===== config.mk =====
export PLATFORM = sky130hd
export DESIGN_NAME = bus_cycle_seq
export DESIGN_NICKNAME = d
export VERILOG_FILES = /design/src/rtl/bus_pkg.sv /design/src/rtl/rr_arbiter.sv /design/src/rtl/bus_cycle_seq.sv
export SDC_FILE = /design/constraint.sdc
export NUM_CORES = 1
export LEC_CHECK = 0
export CAP_MARGIN = 30
export CORE_MARGIN = 8
export CORE_UTILIZATION = 29
export CTS_BUF_LIST = sky130_fd_sc_hd__clkbuf_4 sky130_fd_sc_hd__clkbuf_8 sky130_fd_sc_hd__clkbuf_16
export DETAILED_ROUTE_END_ITERATION = 8
export GPL_TIMING_DRIVEN = 0
export PLACE_DENSITY = 0.59
export SLEW_MARGIN = 20
export SYNTH_ARGS = -nofsm -noshare
export SYNTH_HDL_FRONTEND = slang
export SYNTH_SLANG_ARGS = --single-unit

===== constraint.sdc =====
create_clock -name clk -period 10.1 [get_ports clk]
set_clock_uncertainty 0.1 [all_clocks]
set_input_delay 2.02 -clock clk [delete_from_list [all_inputs] [get_ports clk]]
set_output_delay 2.02 -clock clk [all_outputs]
set_load 0.01 [all_outputs]

===== src/rtl/bus_pkg.sv =====
// -----------------------------------------------------------------------------
// bus_pkg
// Shared definitions for the external memory cycle sequencer:
//   - transfer / memory width encodings (W8..W64)
//   - sequencer state enum
//   - helpers that turn a width pair into beat count, address alignment mask
//     and per-beat byte address step
// -----------------------------------------------------------------------------
package bus_pkg;

    // Width encoding shared by requester transfer width and memory width.
    localparam logic [1:0] W8  = 2'b00;
    localparam logic [1:0] W16 = 2'b01;
    localparam logic [1:0] W32 = 2'b10;
    localparam logic [1:0] W64 = 2'b11;

    typedef enum logic [1:0] {
        IDLE = 2'b00,
        ADDR = 2'b01,
        WAIT = 2'b10,
        DATA = 2'b11
    } state_t;

    // Number of memory beats needed to move one transfer: a transfer wider
    // than the memory is split into 2^(xfer_w - mem_w) beats (at most 8).
    function automatic logic [3:0] beat_count(input logic [1:0] xfer_w,
                                              input logic [1:0] mem_w);
        if (xfer_w > mem_w)
            return 4'd1 << (xfer_w - mem_w);
        return 4'd1;
    endfunction

    // Byte address bits kept when aligning the start address to the memory
    // width (the low mem_w bits are cleared).
    function automatic logic [2:0] align_mask(input logic [1:0] mem_w);
        case (mem_w)
            W8:      return 3'b111;
            W16:     return 3'b110;
            W32:     return 3'b100;
            default: return 3'b000;
        endcase
    endfunction

    // Byte address increment per beat, modulo 8 (a 64-bit memory never
    // takes a second beat, so its step of 8 folds to 0).
    function automatic logic [2:0] beat_step(input logic [1:0] mem_w);
        case (mem_w)
            W8:      return 3'd1;
            W16:     return 3'd2;
            W32:     return 3'd4;
            W64:     return 3'd0;
            default: return 3'd0;
        endcase
    endfunction

endpackage


===== src/rtl/rr_arbiter.sv =====
// -----------------------------------------------------------------------------
// rr_arbiter
// Purely combinational round-robin pick: grants the first set request at or
// after ptr, wrapping around.
// Ports:
//   req    in   NREQ   request levels
//   ptr    in   IW     index with highest priority this round
//   gnt    out  NREQ   one-hot grant (all zero when no request)
//   idx    out  IW     binary index of the granted requester
//   valid  out  1      some request is set
// -----------------------------------------------------------------------------
module rr_arbiter #(
    parameter int NREQ = 4,
    parameter int IW   = (NREQ > 1) ? $clog2(NREQ) : 1
) (
    input  logic [NREQ-1:0] req,
    input  logic [IW-1:0]   ptr,
    output logic [NREQ-1:0] gnt,
    output logic [IW-1:0]   idx,
    output logic            valid
);

    always_comb begin
        int              slot;
        logic [IW-1:0]   pos;
        // NOTE: every output gets a default before the search loop so that no
        // path through the block leaves it unassigned, which would infer a latch.
        gnt   = '0;
        idx   = '0;
        valid = 1'b0;
        slot  = 0;
        pos   = '0;
        for (int i = 0; i < NREQ; i++) begin
            slot = int'(ptr) + i;
            if (slot >= NREQ)
                slot = slot - NREQ;
            pos = IW'(slot);
            if (!valid && req[pos]) begin
                valid    = 1'b1;
                gnt[pos] = 1'b1;
                idx      = pos;
            end
        end
    end

endmodule


===== src/rtl/bus_cycle_seq.sv =====
// -----------------------------------------------------------------------------
// bus_cycle_seq
// External memory cycle sequencer. Arbitrates NREQ masters round-robin and
// runs one transfer per grant, split into memory-width beats, with a fixed
// number of wait states per beat.
// Ports:
//   clk      in   1        system clock
//   resetl   in   1        asynchronous active-low reset
//   req      in   NREQ     request levels, held until done
//   reqrd    in   NREQ     1=read, 0=write (captured at grant)
//   reqw     in   2*NREQ   transfer width per requester
//   reqba    in   3*NREQ   start byte address [2:0] per requester
//   mwidth   in   2        addressed memory width (captured at grant)
//   waits    in   WSW      wait states per beat (captured at grant)
//   gnt      out  NREQ     one-hot grant, ADDR through last DATA
//   idle     out  1        no transfer in progress
//   reads    out  1        captured read flag of the granted requester
//   ack      out  1        pulse in ADDR
//   ourack   out  1        pulse per DATA beat
//   ba       out  3        current beat byte address
//   done     out  NREQ     pulse to the granted requester on its last beat
// -----------------------------------------------------------------------------
module bus_cycle_seq
    import bus_pkg::*;
#(
    parameter int NREQ = 4,
    parameter int WSW  = 4
) (
    input  logic              clk,
    input  logic              resetl,
    input  logic [NREQ-1:0]   req,
    input  logic [NREQ-1:0]   reqrd,
    input  logic [2*NREQ-1:0] reqw,
    input  logic [3*NREQ-1:0] reqba,
    input  logic [1:0]        mwidth,
    input  logic [WSW-1:0]    waits,
    output logic [NREQ-1:0]   gnt,
    output logic              idle,
    output logic              reads,
    output logic              ack,
    output logic              ourack,
    output logic [2:0]        ba,
    output logic [NREQ-1:0]   done
);

    localparam int IW = (NREQ > 1) ? $clog2(NREQ) : 1;

    state_t          state_q, state_d;
    logic [NREQ-1:0] gnt_q;
    logic            idle_q;
    logic            reads_q;
    logic [2:0]      ba_q;
    logic [IW-1:0]   ptr_q;
    logic [WSW-1:0]  cnt_q;
    logic [WSW-1:0]  waits_q;
    logic [3:0]      beats_q;
    logic [1:0]      mw_q;

    logic [NREQ-1:0] arb_gnt;
    logic [IW-1:0]   arb_idx;
    logic            arb_valid;

    logic            sel_rd;
    logic [1:0]      sel_w;
    logic [2:0]      sel_ba;
    logic            last_beat;

    rr_arbiter #(.NREQ(NREQ), .IW(IW)) u_arb (
        .req   (req),
        .ptr   (ptr_q),
        .gnt   (arb_gnt),
        .idx   (arb_idx),
        .valid (arb_valid)
    );

    // Route the winning requester's attributes.
    always_comb begin
        sel_rd = 1'b0;
        sel_w  = W8;
        sel_ba = '0;
        for (int i = 0; i < NREQ; i++) begin
            if (arb_gnt[i]) begin
                sel_rd = reqrd[i];
                sel_w  = reqw[2*i +: 2];
                sel_ba = reqba[3*i +: 3];
            end
        end
    end

    assign last_beat = (beats_q == 4'd1);

    // Next-state logic
    always_comb begin
        state_d = state_q;
        case (state_q)
            IDLE:    if (arb_valid) state_d = ADDR;
            ADDR:    state_d = (waits_q == '0) ? DATA : WAIT;
            // The count holds the remaining wait cycles including this one.
            WAIT:    if (cnt_q <= WSW'(1)) state_d = DATA;
            DATA: begin
                if (last_beat)
                    state_d = IDLE;
                else
                    state_d = (waits_q == '0) ? DATA : WAIT;
            end
            default: state_d = IDLE;
        endcase
    end

    // State and datapath registers
    always_ff @(posedge clk or negedge resetl) begin
        if (!resetl) begin
            state_q <= IDLE;
            gnt_q   <= '0;
            idle_q  <= 1'b1;
            reads_q <= 1'b0;
            ba_q    <= '0;
            ptr_q   <= '0;
            cnt_q   <= '0;
            waits_q <= '0;
            beats_q <= '0;
            mw_q    <= W8;
        end else begin
            // NOTE: state updates use non-blocking assignments so every
            // register here samples pre-edge values regardless of statement order.
            state_q <= state_d;
            idle_q  <= (state_d == IDLE);
            case (state_q)
                IDLE: begin
                    if (arb_valid) begin
                        // Capture everything at grant; later input changes
                        // cannot disturb the transfer.
                        gnt_q   <= arb_gnt;
                        reads_q <= sel_rd;
                        ba_q    <= sel_ba & align_mask(mwidth);
                        beats_q <= beat_count(sel_w, mwidth);
                        waits_q <= waits;
                        mw_q    <= mwidth;
                        ptr_q   <= (arb_idx == IW'(NREQ-1)) ? '0 : arb_idx + IW'(1);
                    end
                end
                ADDR: cnt_q <= waits_q;
                WAIT: cnt_q <= cnt_q - WSW'(1);
                DATA: begin
                    if (last_beat) begin
                        gnt_q <= '0;
                    end else begin
                        ba_q    <= ba_q + beat_step(mw_q);
                        beats_q <= beats_q - 4'd1;
                        cnt_q   <= waits_q;
                    end
                end
                default: ;
            endcase
        end
    end

    // Pulses decoded from registered state only.
    assign ack    = (state_q == ADDR);
    assign ourack = (state_q == DATA);
    assign done   = (ourack && last_beat) ? gnt_q : '0;

    assign gnt    = gnt_q;
    assign idle   = idle_q;
    assign reads  = reads_q;
    assign ba     = ba_q;

endmodule


* After elaboration in Yosys (flattened, before gate mapping)
Cells that the tools add are included.
Widths: inputs -> output; s select.
** Cells by class
- $add $sub $neg :: 12
- Order comparisons :: 14
- Equal/unequal tests :: 13
- Shifts and indexed selects :: 1
- Mux-type cells :: 73
- Bitwise gates (word level) :: 4
- Reduce and logical (&&, ||, !) cells :: 22
** Operators by type and width (count)
- $mux 4 :: 12
- $mux 2 :: 16
- $mux 3 :: 10
- $mux 1 :: 20
- $pmux 4 s2 :: 2
- $eq 2x2->1 const B :: 6
- $lt 2x3->1 const B :: 4
- $or 4x4->4 :: 3
- $pmux 3 s4 :: 1
- $pmux 4 s3 :: 1
- $ge 3x3->1 const B :: 3
- $pmux 3 s3 :: 1
- $bmux 1 s2 :: 4
- $demux 1 s2 :: 4
- $ge 2x1->1 const B :: 4
- $logic_and 1x1->1 :: 8
- $logic_not 2->1 :: 4
- $pmux 2 s4 :: 1
- $sub 2x1->2 const B :: 4
- $sub 4x1->4 const B :: 2
- $add 2x2->3 const B :: 2
- $eq 2x1->1 const B :: 3
- $pmux 3 s2 :: 1
- $reduce_and 3->1 :: 2
- other kinds (17) :: 21
** Word-level totals
- Register bits :: 27
- Output and inout port bits :: 15
- Word-level logic and storage cells :: 149

* Depth between registers and ports, before layout
Gate-level depths: netlist of the first run.
- Depth in word-level cells :: 25
- Depth in mapped cells :: 20
- Mapped depth without buffers :: 17

* Hierarchy
A second synthesis of the first run with hierarchy kept.
** Second synthesis, totals
- Cells, all modules :: 232
- Area total of the unflattened synthesis :: 2214.6 um^2
** By module, submodules not included
- bus_cycle_seq :: instances 1, cells an instance 187, area an instance 1795.5 um^2, sequential area each 676.9 um^2
- rr_arbiter :: instances 1, cells an instance 45, area an instance 419.2 um^2, sequential area each 0.0 um^2

* Worst setup path after synthesis of the first run
OpenSTA, ideal clock, no wires.
- Kind :: input-to-reg
- From :: input req[1]
- To :: register beats_q[0]
- Setup time :: 0.138 ns
- Data arrival time :: 4.764 ns
- Required time :: 9.862 ns
- Setup slack :: 5.099 ns
- Cell stages on the path :: 15
- Cells stage by stage :: buf_2 > mux4_2 > a221oi_2 > a2bb2oi_4 > nand2_2 > o22ai_1 > a21o_1 > ha_1 > inv_1 > fa_1 > inv_1 > o21ai_0 > nand2_1 > o211ai_1 > o21ai_0
** Between the ends
- Word-level cells in the longest chain between the ends :: 23
- Elaborated cells on any way between the ends :: 41
- Classes of those cells :: add/sub (1); order compare (1); eq/ne (1); shift (1); mux (27); bitwise (3); reduce/logical (7)
** Ends and longest elaborated chain
- start: declaration :: line bus_cycle_seq.sv:31 : input logic [NREQ-1:0] req,
- $bmux 1 s2 :: line rr_arbiter.sv:38 : if (!valid && req[pos]) begin
- $mux 1 (not written as such) :: line rr_arbiter.sv:38
- $mux 1 :: line rr_arbiter.sv:38
- $logic_not 1->1 :: line rr_arbiter.sv:38
- $logic_and 1x1->1 :: line rr_arbiter.sv:38
- $mux 1 :: line rr_arbiter.sv:38
- $logic_not 1->1 :: line rr_arbiter.sv:38
- $logic_and 1x1->1 :: line rr_arbiter.sv:38
- (+4 left out)
- $mux 2 (4 in series) :: line bus_cycle_seq.sv:82 : if (arb_gnt[i]) begin
- $gt 2x2->1 :: line bus_pkg.sv:28 : if (xfer_w > mem_w)
- $mux 1 :: line bus_pkg.sv:28
- $mux 1 :: line bus_cycle_seq.sv:130 : if (arb_valid) begin
- $mux 1 :: line bus_cycle_seq.sv:128 : case (state_q)
- $mux 4 :: line bus_pkg.sv:30 : return 4'd1;
- $mux 4 :: line bus_cycle_seq.sv:130
- $pmux 4 s2 :: line bus_cycle_seq.sv:128
- end signal: assignment :: line bus_cycle_seq.sv:136 : beats_q <= beat_count(sel_w, mwidth);
- end signal: assignment :: line bus_cycle_seq.sv:149 : beats_q <= beats_q - 4'd1;
- end: declaration :: line bus_cycle_seq.sv:56 : logic [3:0] beats_q;
Parallel ways exist; a longest one is shown, timed or not. The select of a mux whose other input is x is not followed.
A chain may end at the register's enable or synchronous reset.

* Final worst setup path of the first run
- From :: input req[1]
- To :: register beats_q[2]
The elaborated chain is that of the path after synthesis.

==> impl_results.md, run 1 <==
- Critical path class: in -> reg
- Mapped Nets: 325
- Largest net degree at the start of global routing: 28
- Cell Area, Synth: 2390 µm²
- Area grow syn2layout: 28.2%
- Seq cells post-synth: 27
- VDD IR max: 0.000155 V
- Final GP Congestion: 0.810
- Max-Cap Viols: 0
- Worst Hold Class: reg -> reg
- Clock sinks: 27
- Initial antenna violation count: 0
- Critical Path Fanout Max: 10
- Fin. Hold Viols: 0
- # fillers: 856
- Worst EP required: 10.20 ns
- Ant. Diodes: 0
- Static leakage: 1.28 nW
- DRT Pass-1 Iters: 4
- H-Tree Depth: 1
- Core Box Area: 8090 µm²
- Share of cells above drive strength 1: 11.8%
- Fin. max-slew vios: 0
- Status: completed
- Cts-stage hold buffer count: 0
- Post-synthesis cell count: 268
- Ys flop type: dfrtp_1
- Site Rows: 33
- Syn_area_per_cell: 8.92 µm²
- Inst Count DP: 423
- Setup TNS Final: 0 ns
- Nature of the critical path startpoint: primary input
- Die H: 107 µm
- CTS tree: built
- Non-filler cells, final: 427
- Post-DP HPWL: 4940 µm
- Clock buffer depth: 2
- Final wirelength: 6240 µm
- Least-Margin Pin Slew: 0.627 ns
- Fin crit share: 54.6%
- Endpoint type of the worst setup path: flop
- Die area: 11400 µm²
- DIE WIDTH: 107 µm
- Fraction of registers with async set/reset: 100%
- Via density: 5.00
- Total global-route track usage: 11.4%
- Vias: 2133
- Routed len/inst: 14.6 µm
- Critical path arrival: 5.62 ns
- Reg clk slew, reported paths: 0.10 ns
- Initial Util: 29.5%
- Final setup violation count: 0
- Minimum clock period: 5.52 ns
- PD cells: 340 nW/µm²
- EDFF count, synth: 0
- Distinct cells, synth: 71
- Slew margin rel.: 58.2%
- Nets: 380
- Max Fclk: 0.181 GHz
- First-pass GRT wire length: 11000 µm
- Postcts setup bufs: 0
- Vias in the first global route: 2216
- Clock root buffer: clkbuf_8
- Syn. warnings: 0
- Post-cts sizing count: 0
- DRC Markers: 0
- RSZ-0062 raised after global routing: false
- Routed Antenna Nets: 0
- GRT overflow: 0
- Clock latency on the worst-skew pair: 0.27 ns
- Cts bufs inserted: 3
- Port Buffers: 50
- Register area share after synthesis: 28.3%
- Initial drt markers: 104
- Ports: 51
## layout make-up
type	count	area (µm²)	share of cell area (%)
clock inverter	1	5.00	0.163
timing repair buffer	50	495	16.2
multi-input combinational	209	1570	51.1
inverter	18	67.6	2.20
sequential	27	677	22.1
buffer	14	81.3	2.65
tap	105	131	4.29
clock buffer	3	41.3	1.35
## kinds of logic after synthesis
group           Yosys count  synth area share, %
xor+xnor                  3                 1.10
flops                    27                 28.3
compound gates           79                 27.0
mux                       4                 3.24
fa+ha+maj                21                 11.6
simple gates            102                 22.5
buf+inv                  32                 6.23
## metal layers
layer  GRT usage [%]  share of wire (%)
met1            15.7                 48
met2            18.3                 47
met3            1.50                4.2
met4            3.12               0.77
met5               0                  0
## registers in the layout, summed over array words and instances (netlist names), named ones only
register	flops
ptr_q	1
cnt_q	4
reads	1
mw_q	2
idle	1
ba	3
gnt	4
waits_q	4
state_q	2
beats_q	4
## synthesized netlist by cell type (2+ instances only)
cell | n | area share, %
nand2_1 | 34 | 5.3
dfrtp_1 | 26 | 27
ha_1 | 19 | 9.9
inv_1 | 17 | 2.7
o21ai_0 | 16 | 3.3
nor2_1 | 14 | 2.2
a21oi_1 | 10 | 2.1
nor3_1 | 8 | 1.7
and2_1 | 7 | 1.8
nand2b_1 | 7 | 1.8
nand3_1 | 6 | 1.3
nor2b_1 | 6 | 1.6
clkbuf_1 | 5 | 0.79
o211ai_1 | 5 | 1.6
a22o_1 | 4 | 1.5
buf_2 | 4 | 0.84
a21o_1 | 3 | 0.94
a221o_1 | 3 | 1.3
mux4_2 | 3 | 2.8
o21a_1 | 3 | 0.94
o22ai_1 | 3 | 0.79
a211oi_2 | 2 | 1.0
a221oi_1 | 2 | 0.73
a221oi_2 | 2 | 1.3
a22oi_1 | 2 | 0.63
a311oi_1 | 2 | 0.73
and3_1 | 2 | 0.52
buf_4 | 2 | 0.63
buf_6 | 2 | 0.94
fa_1 | 2 | 1.7
nor2b_4 | 2 | 1.2
nor4_1 | 2 | 0.52
nor4b_1 | 2 | 0.73
o21ai_1 | 2 | 0.42
o2bb2ai_1 | 2 | 0.73
xnor2_1 | 2 | 0.73
## metrics by stage
step                      instance area [µm²]  utilization, %  hold WS, ns  power (mW)  worst slack, ns
final                                    3060            37.9        0.393        1.04             4.58
after CTS                                3060            37.9        0.398        1.05             4.59
after floorplan                          2390               -        0.350       0.784             5.10
after global routing                     3060            37.9        0.444        1.16             4.30
after global placement                   3020            37.4        0.368       0.972             4.34
after detailed placement                 3020            37.3        0.375       0.984             4.31
## critical path, stage by stage
cell and delay [ns]:
clkdlybuf4s50_1 0.40, buf_2 0.18, mux4_2 0.59, a221oi_2 0.43, a2bb2oi_4 0.29, nand2_2 0.12
o22ai_1 0.14, a21o_1 0.14, ha_1 0.14, inv_1 0.05, fa_1 0.49, inv_1 0.07
nor4b_1 0.32, a32oi_1 0.09, o22ai_1 0.14
## cell usage in the layout, fill, tap and decap left out, types with 2 or more instances in the layout
cell and count:
inv_1 17, and2_1 7, nor3_1 8, a221oi_2 2, buf_6 2, nor4_1 2
a22o_1 4, and3_1 2, a22oi_1 2, clkdlybuf4s50_1 49, nor2b_4 2, a311oi_1 2
a21oi_1 10, a221oi_1 2, clkbuf_1 5, nor4b_1 2, nand2b_1 7, a221o_1 3
fa_1 2, nand3_1 6, nand2_1 34, buf_2 5, mux4_2 3, o21ai_0 16
xnor2_1 2, a211oi_2 2, ha_1 19, nor2_1 14, clkbuf_8 3, dfrtp_1 26
o22ai_1 3, o211ai_1 5, a21o_1 3, nor2b_1 6, o21a_1 3, buf_4 2
o2bb2ai_1 2, o21ai_1 2
## path summary, 6_finish.rpt
kind / start / to / slack, ns / depth (start not counted)
setup / recovery: req[1] / beats_q[2] / 4.58 / 15
hold / removal: beats_q[1] / beats_q[1] / 0.39 / 2
setup reg to reg: flop / beats_q[2] / 5.57 / 17
hold reg to reg: beats_q[1] / beats_q[1] / 0.39 / 2
max in group asynchronous: resetl / gnt[3] / 7.84 / 1
min in group asynchronous: resetl / cnt_q[3] / 1.65 / 1
## power breakdown
part | internal (mW) | leakage (nW) | switching [mW] | total (mW)
Combinational | 0.347 | 0.924 | 0.414 | 0.761
Clock | 0.0277 | 0.0255 | 0.0362 | 0.0639
Sequential | 0.164 | 0.334 | 0.0540 | 0.218
Total | 0.539 | 1.28 | 0.504 | 1.04
Power figures use the tool's default switching activity.
==> run 2: changes to the inputs <==
--- a/config.mk
+++ b/config.mk
@@ -11,7 +11,7 @@
 export CTS_BUF_LIST = sky130_fd_sc_hd__clkbuf_4 sky130_fd_sc_hd__clkbuf_8 sky130_fd_sc_hd__clkbuf_16
 export DETAILED_ROUTE_END_ITERATION = 8
 export GPL_TIMING_DRIVEN = 0
-export PLACE_DENSITY = 0.59
+export PLACE_DENSITY = 0.61
 export SLEW_MARGIN = 20
 export SYNTH_ARGS = -nofsm -noshare
 export SYNTH_HDL_FRONTEND = slang
==> constraint.sdc (replaced) <==
create_clock -name clk -period 4.5 [get_ports clk]
set_clock_uncertainty 0.1 [all_clocks]
set_input_delay 0.9 -clock clk [delete_from_list [all_inputs] [get_ports clk]]
set_output_delay 0.9 -clock clk [all_outputs]
set_load 0.01 [all_outputs]
==> impl_results.md, run 2 (same netlist as run 1, synthesis figures left out) <==
- Nets: 390 (+2.6%)
- Fin crit share: 95.7%
- Clock latency on the worst-skew pair: 0.27 ns (about the same)
- Static leakage: 1.34 nW (+4.4%)
- Critical Path Fanout Max: 10 (unchanged)
- Total power: 2.53 mW (+140%)
- Worst Hold Class: reg -> reg
- Cell Chain, Critical Path: clkdlybuf4s50_1 > buf_2 > mux4_2 > nor2b_4 > a221oi_2 > o2bb2ai_2 > nor2b_4 > a22oi_1 > a21o_1 > ha_1 > inv_1 > fa_1 > inv_1 > nor4b_2 > a32oi_1 > o22ai_1
- Most frequent cells in the layout: clkdlybuf4s50_1, nand2_1, dfrtp_1, ha_1, inv_1
- Nature of the critical path startpoint: primary input
- Routed len/inst: 14.8 µm (+1.5%)
- DRC Markers: 0 (unchanged)
- Routed Antenna Nets: 0 (unchanged)
- Seq. cell area: 679 µm² (+0.37%)
- Via density: 5.06 (+1.4%)
- Die area: 11400 µm² (unchanged)
- Die H: 107 µm (unchanged)
- Cts bufs inserted: 3 (unchanged)
- Largest net degree at the start of global routing: 28 (unchanged)
- Setup TNS Final: 0 ns (unchanged)
- Port Buffers: 50 (unchanged)
- GRT overflow: 0 (unchanged)
- Clock root buffer: clkbuf_8
- Critical path class: in -> reg
- FF-to-FF End: beats_q[2]
- Endpoint type of the worst setup path: flop
- Ports: 51 (unchanged)
- VDD IR max: 0.000514 V (+230%)
- Clock buffer depth: 2 (unchanged)
- Ant. Diodes: 0 (unchanged)
- Max Fclk: 0.232 GHz
- Initial drt markers: 98 (-5.8%)
- Final setup violation count: 0 (unchanged)
- Initial Util: 29.5% (unchanged)
- Clock sinks: 27 (unchanged)
- Final GP Congestion: 0.815 (+0.52%)
- DIE WIDTH: 107 µm (unchanged)
- Max-Cap Viols: 0 (unchanged)
- CTS tree: built
- Vias in the first global route: 2207 (-0.41%)
- Vias: 2213 (+3.8%)
- Site Rows: 33 (unchanged)
- Share of cells above drive strength 1: 16.0% (+4.2 points)
- Fin. max-slew vios: 0 (unchanged)
- Worst EP required: 4.56 ns (-5.64 ns)
- Critical path arrival: 4.37 ns (-1.25 ns)
- Slew margin rel.: 58.2% (about the same)
- First-pass GRT wire length: 10800 µm (-2.3%)
- Minimum clock period: 4.31 ns
- FF-to-FF setup slack: 0.30 ns (-5.27 ns)
- Reg2Reg Depth: 18 (+1)
- Status: completed
- Post-route design area: 3190 µm² (+4.2%)
- Post-DP HPWL: 5000 µm (+1.1%)
- Final core occ: 39.4% (+1.6 points)
- Fin. Hold Viols: 0 (unchanged)
- Area grow syn2layout: 33.5%
- Initial antenna violation count: 0 (unchanged)
- DRT Pass-1 Iters: 4 (unchanged)
- # fillers: 841 (-1.8%)
- H-Tree Depth: 1 (unchanged)
- CP max stage delay: 0.62 ns (+0.03 ns)
- PD cells: 794 nW/µm² (+130%)
- Reg clk slew, reported paths: 0.10 ns (about the same)
- Multi-input logic area: 1610 µm² (+3.0%)
- Area after DPL: 3020 µm² (unchanged)
- Slowest cell on crit path: mux4_2
- Total global-route track usage: 11.3% (-0.11 points)
- Commonest non-fill, non-tap cell in the layout: clkdlybuf4s50_1
- Least-Margin Pin Slew: 0.627 ns (-0.000511 ns)
- Setup crit start: req[1]
- Core Box Area: 8090 µm² (unchanged)
- CP Capture Point: beats_q[2]
- Final wirelength: 6480 µm (+3.8%)
-- run 2: how the worst min path moves through the flow --
stage,startpoint,endpoint,slack (ns),cells after the start
finish,beats_q[1],beats_q[1],0.39,2
global route,beats_q[1],beats_q[1],0.42,2
detailed placement,beats_q[1],beats_q[1],0.37,2
CTS,beats_q[1],beats_q[1],0.39,2
global placement,beats_q[1],beats_q[1],0.37,2
floorplan,beats_q[1],beats_q[1],0.35,2
-- run 2: stage by stage --
stage / setup WS [ns] / hold WS, ns / instances
final: 0.194 / 0.386 / 437
after global routing: -0.0329 / 0.415 / 437
after CTS: 0.0802 / 0.392 / 427
after detailed placement: -0.175 / 0.370 / 423
after global placement: -0.149 / 0.368 / 423
after floorplan: 0.516 / 0.350 / 268
-- run 2: where the power goes --
group	internal (mW)	leakage (nW)	switching (mW)
combinational	0.892	0.982	1.01
sequential	0.371	0.331	0.112
clock	0.0695	0.0262	0.0784
-- run 2: layer usage --
| metal | part of all wire (%) | vias to the layer above | track usage, % |
|---|---|---|---|
| met5 | 0 | - | 0 |
| met4 | 1.4 | 0 | 4.02 |
| met3 | 3.5 | 7 | 1.44 |
| met2 | 48 | 50 | 18.6 |
| met1 | 47 | 1060 | 14.9 |
| li1 | - | 1096 | - |
-- run 2: critical path, delay by kind of cell --
kind | cells | cell delay (ns)
simple gates | 3 | 0.59
buf+inv | 4 | 0.76
mux | 1 | 0.62
fa+ha+maj | 2 | 0.60
compound gates | 6 | 0.89
-- run 2: layout make-up --
type | count | share of cell area (%)
multi-input cells | 209 | 50.5
flip-flops and latches | 27 | 21.3
repair buffers | 60 | 17.9
well taps | 105 | 4.12
plain buffers | 14 | 2.55
inverters | 18 | 2.12
clock buffers | 4 | 1.53
-- run 2: timing repair --
action	in CTS	in global routing
pin swaps	0	4
hold buffers	0	0
buffers inserted	0	10
gates resized for setup	1	7
setup endpoints to repair	2	4
==> run 3: changes to the inputs <==
--- a/config.mk
+++ b/config.mk
@@ -6,12 +6,12 @@
 export NUM_CORES = 1
 export LEC_CHECK = 0
 export CAP_MARGIN = 30
-export CORE_MARGIN = 8
+export CORE_MARGIN = 4
 export CORE_UTILIZATION = 29
 export CTS_BUF_LIST = sky130_fd_sc_hd__clkbuf_4 sky130_fd_sc_hd__clkbuf_8 sky130_fd_sc_hd__clkbuf_16
 export DETAILED_ROUTE_END_ITERATION = 8
 export GPL_TIMING_DRIVEN = 0
-export PLACE_DENSITY = 0.61
+export PLACE_DENSITY = 0.59
 export SLEW_MARGIN = 20
 export SYNTH_ARGS = -nofsm -noshare
 export SYNTH_HDL_FRONTEND = slang
==> constraint.sdc (replaced) <==
create_clock -name clk -period 4.3 [get_ports clk]
set_clock_uncertainty 0.1 [all_clocks]
set_input_delay 0.86 -clock clk [delete_from_list [all_inputs] [get_ports clk]]
set_output_delay 0.86 -clock clk [all_outputs]
set_load 0.01 [all_outputs]
==> impl_results.md, run 3 (same netlist as run 1, synthesis figures left out) <==
- Worst Hold Class: reg -> reg
- RSZ-0062 raised after global routing: false
- Die area: 9760 µm² (-14%)
- Fin. Hold Viols: 0 (unchanged)
- Setup crit start: req[2]
- Nature of the critical path startpoint: primary input
- Multi-input logic area: 1630 µm² (+1.0%)
- Endpoint type of the worst setup path: flop
- GRT overflow: 0 (unchanged)
- CTS tree: built
- Hold path startpoint: beats_q[1]
- Setup TNS Final: 0 ns (unchanged)
- Max-Cap Viols: 0 (unchanged)
- Clock buffer depth: 2 (unchanged)
- DRC Markers: 0 (unchanged)
- DIE WIDTH: 98.8 µm (-7.5%)
- Clock latency on the worst-skew pair: 0.27 ns (about the same)
- Initial drt markers: 109 (+11%)
- Area grow syn2layout: 36.4%
- Share of cells above drive strength 1: 17.6% (+1.6 points)
- Clock root buffer: clkbuf_8
- Hold path cells: 2 (unchanged)
- Final setup violation count: 0 (unchanged)
- Reg2Reg Depth: 17 (-1)
- Ports: 51 (unchanged)
- Fin crit share: 96.8%
- Post-DP HPWL: 4770 µm (-4.5%)
- Initial Util: 30.3% (+0.77 points)
- Initial antenna violation count: 0 (unchanged)
- Commonest non-fill, non-tap cell in the layout: clkdlybuf4s50_1
- Die H: 98.8 µm (-7.5%)
- # fillers: 780 (-7.3%)
- Via density: 5.13 (+1.3%)
- Worst EP required: 4.40 ns (-0.16 ns)
- Nets: 394 (+1.0%)
- First-pass GRT wire length: 10400 µm (-3.8%)
- Routed Antenna Nets: 0 (unchanged)
- Hold Path Sink: beats_q[1]
- PD cells: 835 nW/µm² (+5.1%)
- Site Rows: 32 (-3.0%)
- Cts bufs inserted: 3 (unchanged)
- Inst Count DP: 420 (-0.71%)
- Final GP Congestion: 0.775 (-4.8%)
- Largest net degree at the start of global routing: 28 (unchanged)
- Critical path class: in -> reg
- Minimum clock period: 4.16 ns
- FF-to-FF setup slack: 0.22 ns (-0.08 ns)
- Post-route design area: 3260 µm² (+2.2%)
- Routed len/inst: 14.3 µm (-3.3%)
- Least-Margin Pin Slew: 0.638 ns (+0.0111 ns)
- FF-to-FF End: beats_q[2]
- Ant. Diodes: 0 (unchanged)
- Status: completed
- Core Box Area: 7890 µm² (-2.5%)
- Non-filler cells, final: 438 (+0.23%)
- Critical path arrival: 4.26 ns (-0.11 ns)
- Port Buffers: 50 (unchanged)
- Clock sinks: 27 (unchanged)
- Reg clk slew, reported paths: 0.09 ns (about the same)
- Area after DPL: 3010 µm² (-0.12%)
- H-Tree Depth: 1 (unchanged)
- Worst r2r src: ptr_q[1]
- Critical Path Fanout Max: 10 (unchanged)
- Seq. cell area: 679 µm² (unchanged)
- Fin. max-slew vios: 0 (unchanged)
- Vias: 2246 (+1.5%)
- Cts-stage hold buffer count: 0 (unchanged)
- Most frequent cells in the layout: clkdlybuf4s50_1, nand2_1, dfrtp_1, ha_1, inv_1
- Static leakage: 1.40 nW (+4.1%)
- Total global-route track usage: 12.5% (+1.2 points)
- DRT Pass-1 Iters: 4 (unchanged)
- VDD IR max: 0.000631 V (+23%)
- Final wirelength: 6290 µm (-3.0%)
- Vias in the first global route: 2144 (-2.9%)
- Max Fclk: 0.240 GHz
- Slew margin rel.: 57.5% (-0.74 points)
## run 3: cell count changes in the layout (fill, tap and decap cells not counted), moves of 2 or more
cell / before / now
buf_6: 2 / 6
o21ai_1: 2 / 4
clkdlybuf4s50_1: 49 / 47
dlymetal6s2s_1: 0 / 2
o21ai_0: 16 / 14
buf_4: 12 / 15
buf_2: 5 / 2
## run 3: repair_timing
action	CTS	global route
pin swaps	1	5
resized for setup	4	21
setup endpoints to repair	4	3
buffers inserted	1	13
## run 3: where the power goes
part           internal [mW]  switching (mW)
combinational          0.983            1.09
clock                 0.0727          0.0815
sequential             0.388           0.112
total                   1.44            1.28
## run 3: per-layer routing
metal / wire [µm] / global-route usage, % / part of all wire (%) / up-vias
met5: 0 / 0 / 0 / -
met4: 50 / 2.84 / 0.80 / 0
met3: 232 / 0.991 / 3.7 / 4
met2: 2900 / 20.3 / 46 / 46
met1: 3110 / 18.1 / 49 / 1093
li1: - / - / - / 1103
## run 3: metrics by stage
| step | setup slack, ns | utilization [%] | hold WS (ns) | total power [mW] |
|---|---|---|---|---|
| after global routing | 0.0130 | 41.4 | 0.425 | 2.98 |
| after detailed placement | -0.339 | 38.2 | 0.380 | 2.31 |
| after floorplan | 0.316 | - | 0.350 | 1.84 |
| after CTS | 0.00302 | 39.2 | 0.401 | 2.51 |
| after global placement | -0.312 | 38.3 | 0.369 | 2.28 |
| final | 0.139 | 41.4 | 0.391 | 2.72 |
## run 3: critical path: stages
cell and delay [ns]:
clkdlybuf4s50_1 0.46, buf_6 0.17, mux4_2 0.44, nor2b_4 0.17, a221o_1 0.32, a22o_4 0.31, nor2_4 0.10, a21o_1 0.15
ha_1 0.14, inv_1 0.04, fa_1 0.49, inv_1 0.08, nor4b_2 0.29, a32oi_1 0.09, o22ai_1 0.15
## run 3: layout make-up
cell class                 instances  area share, %
sequential                        27           20.8
timing repair buffer              64           18.6
buffer                            14           3.18
multi-input combinational        209           49.9
inverter                          18           2.07
tap                              102           3.91
clock buffer                       4           1.50
## run 3: worst max path at each step
stage | slack [ns] | end | depth (start not counted)
after global routing | 0.01 | beats_q[0] | 16
after detailed placement | -0.34 | beats_q[2] | 16
after CTS | 0.003 | beats_q[0] | 16
after global placement | -0.31 | beats_q[2] | 16
after floorplan | 0.32 | beats_q[0] | 18
final | 0.14 | beats_q[2] | 15
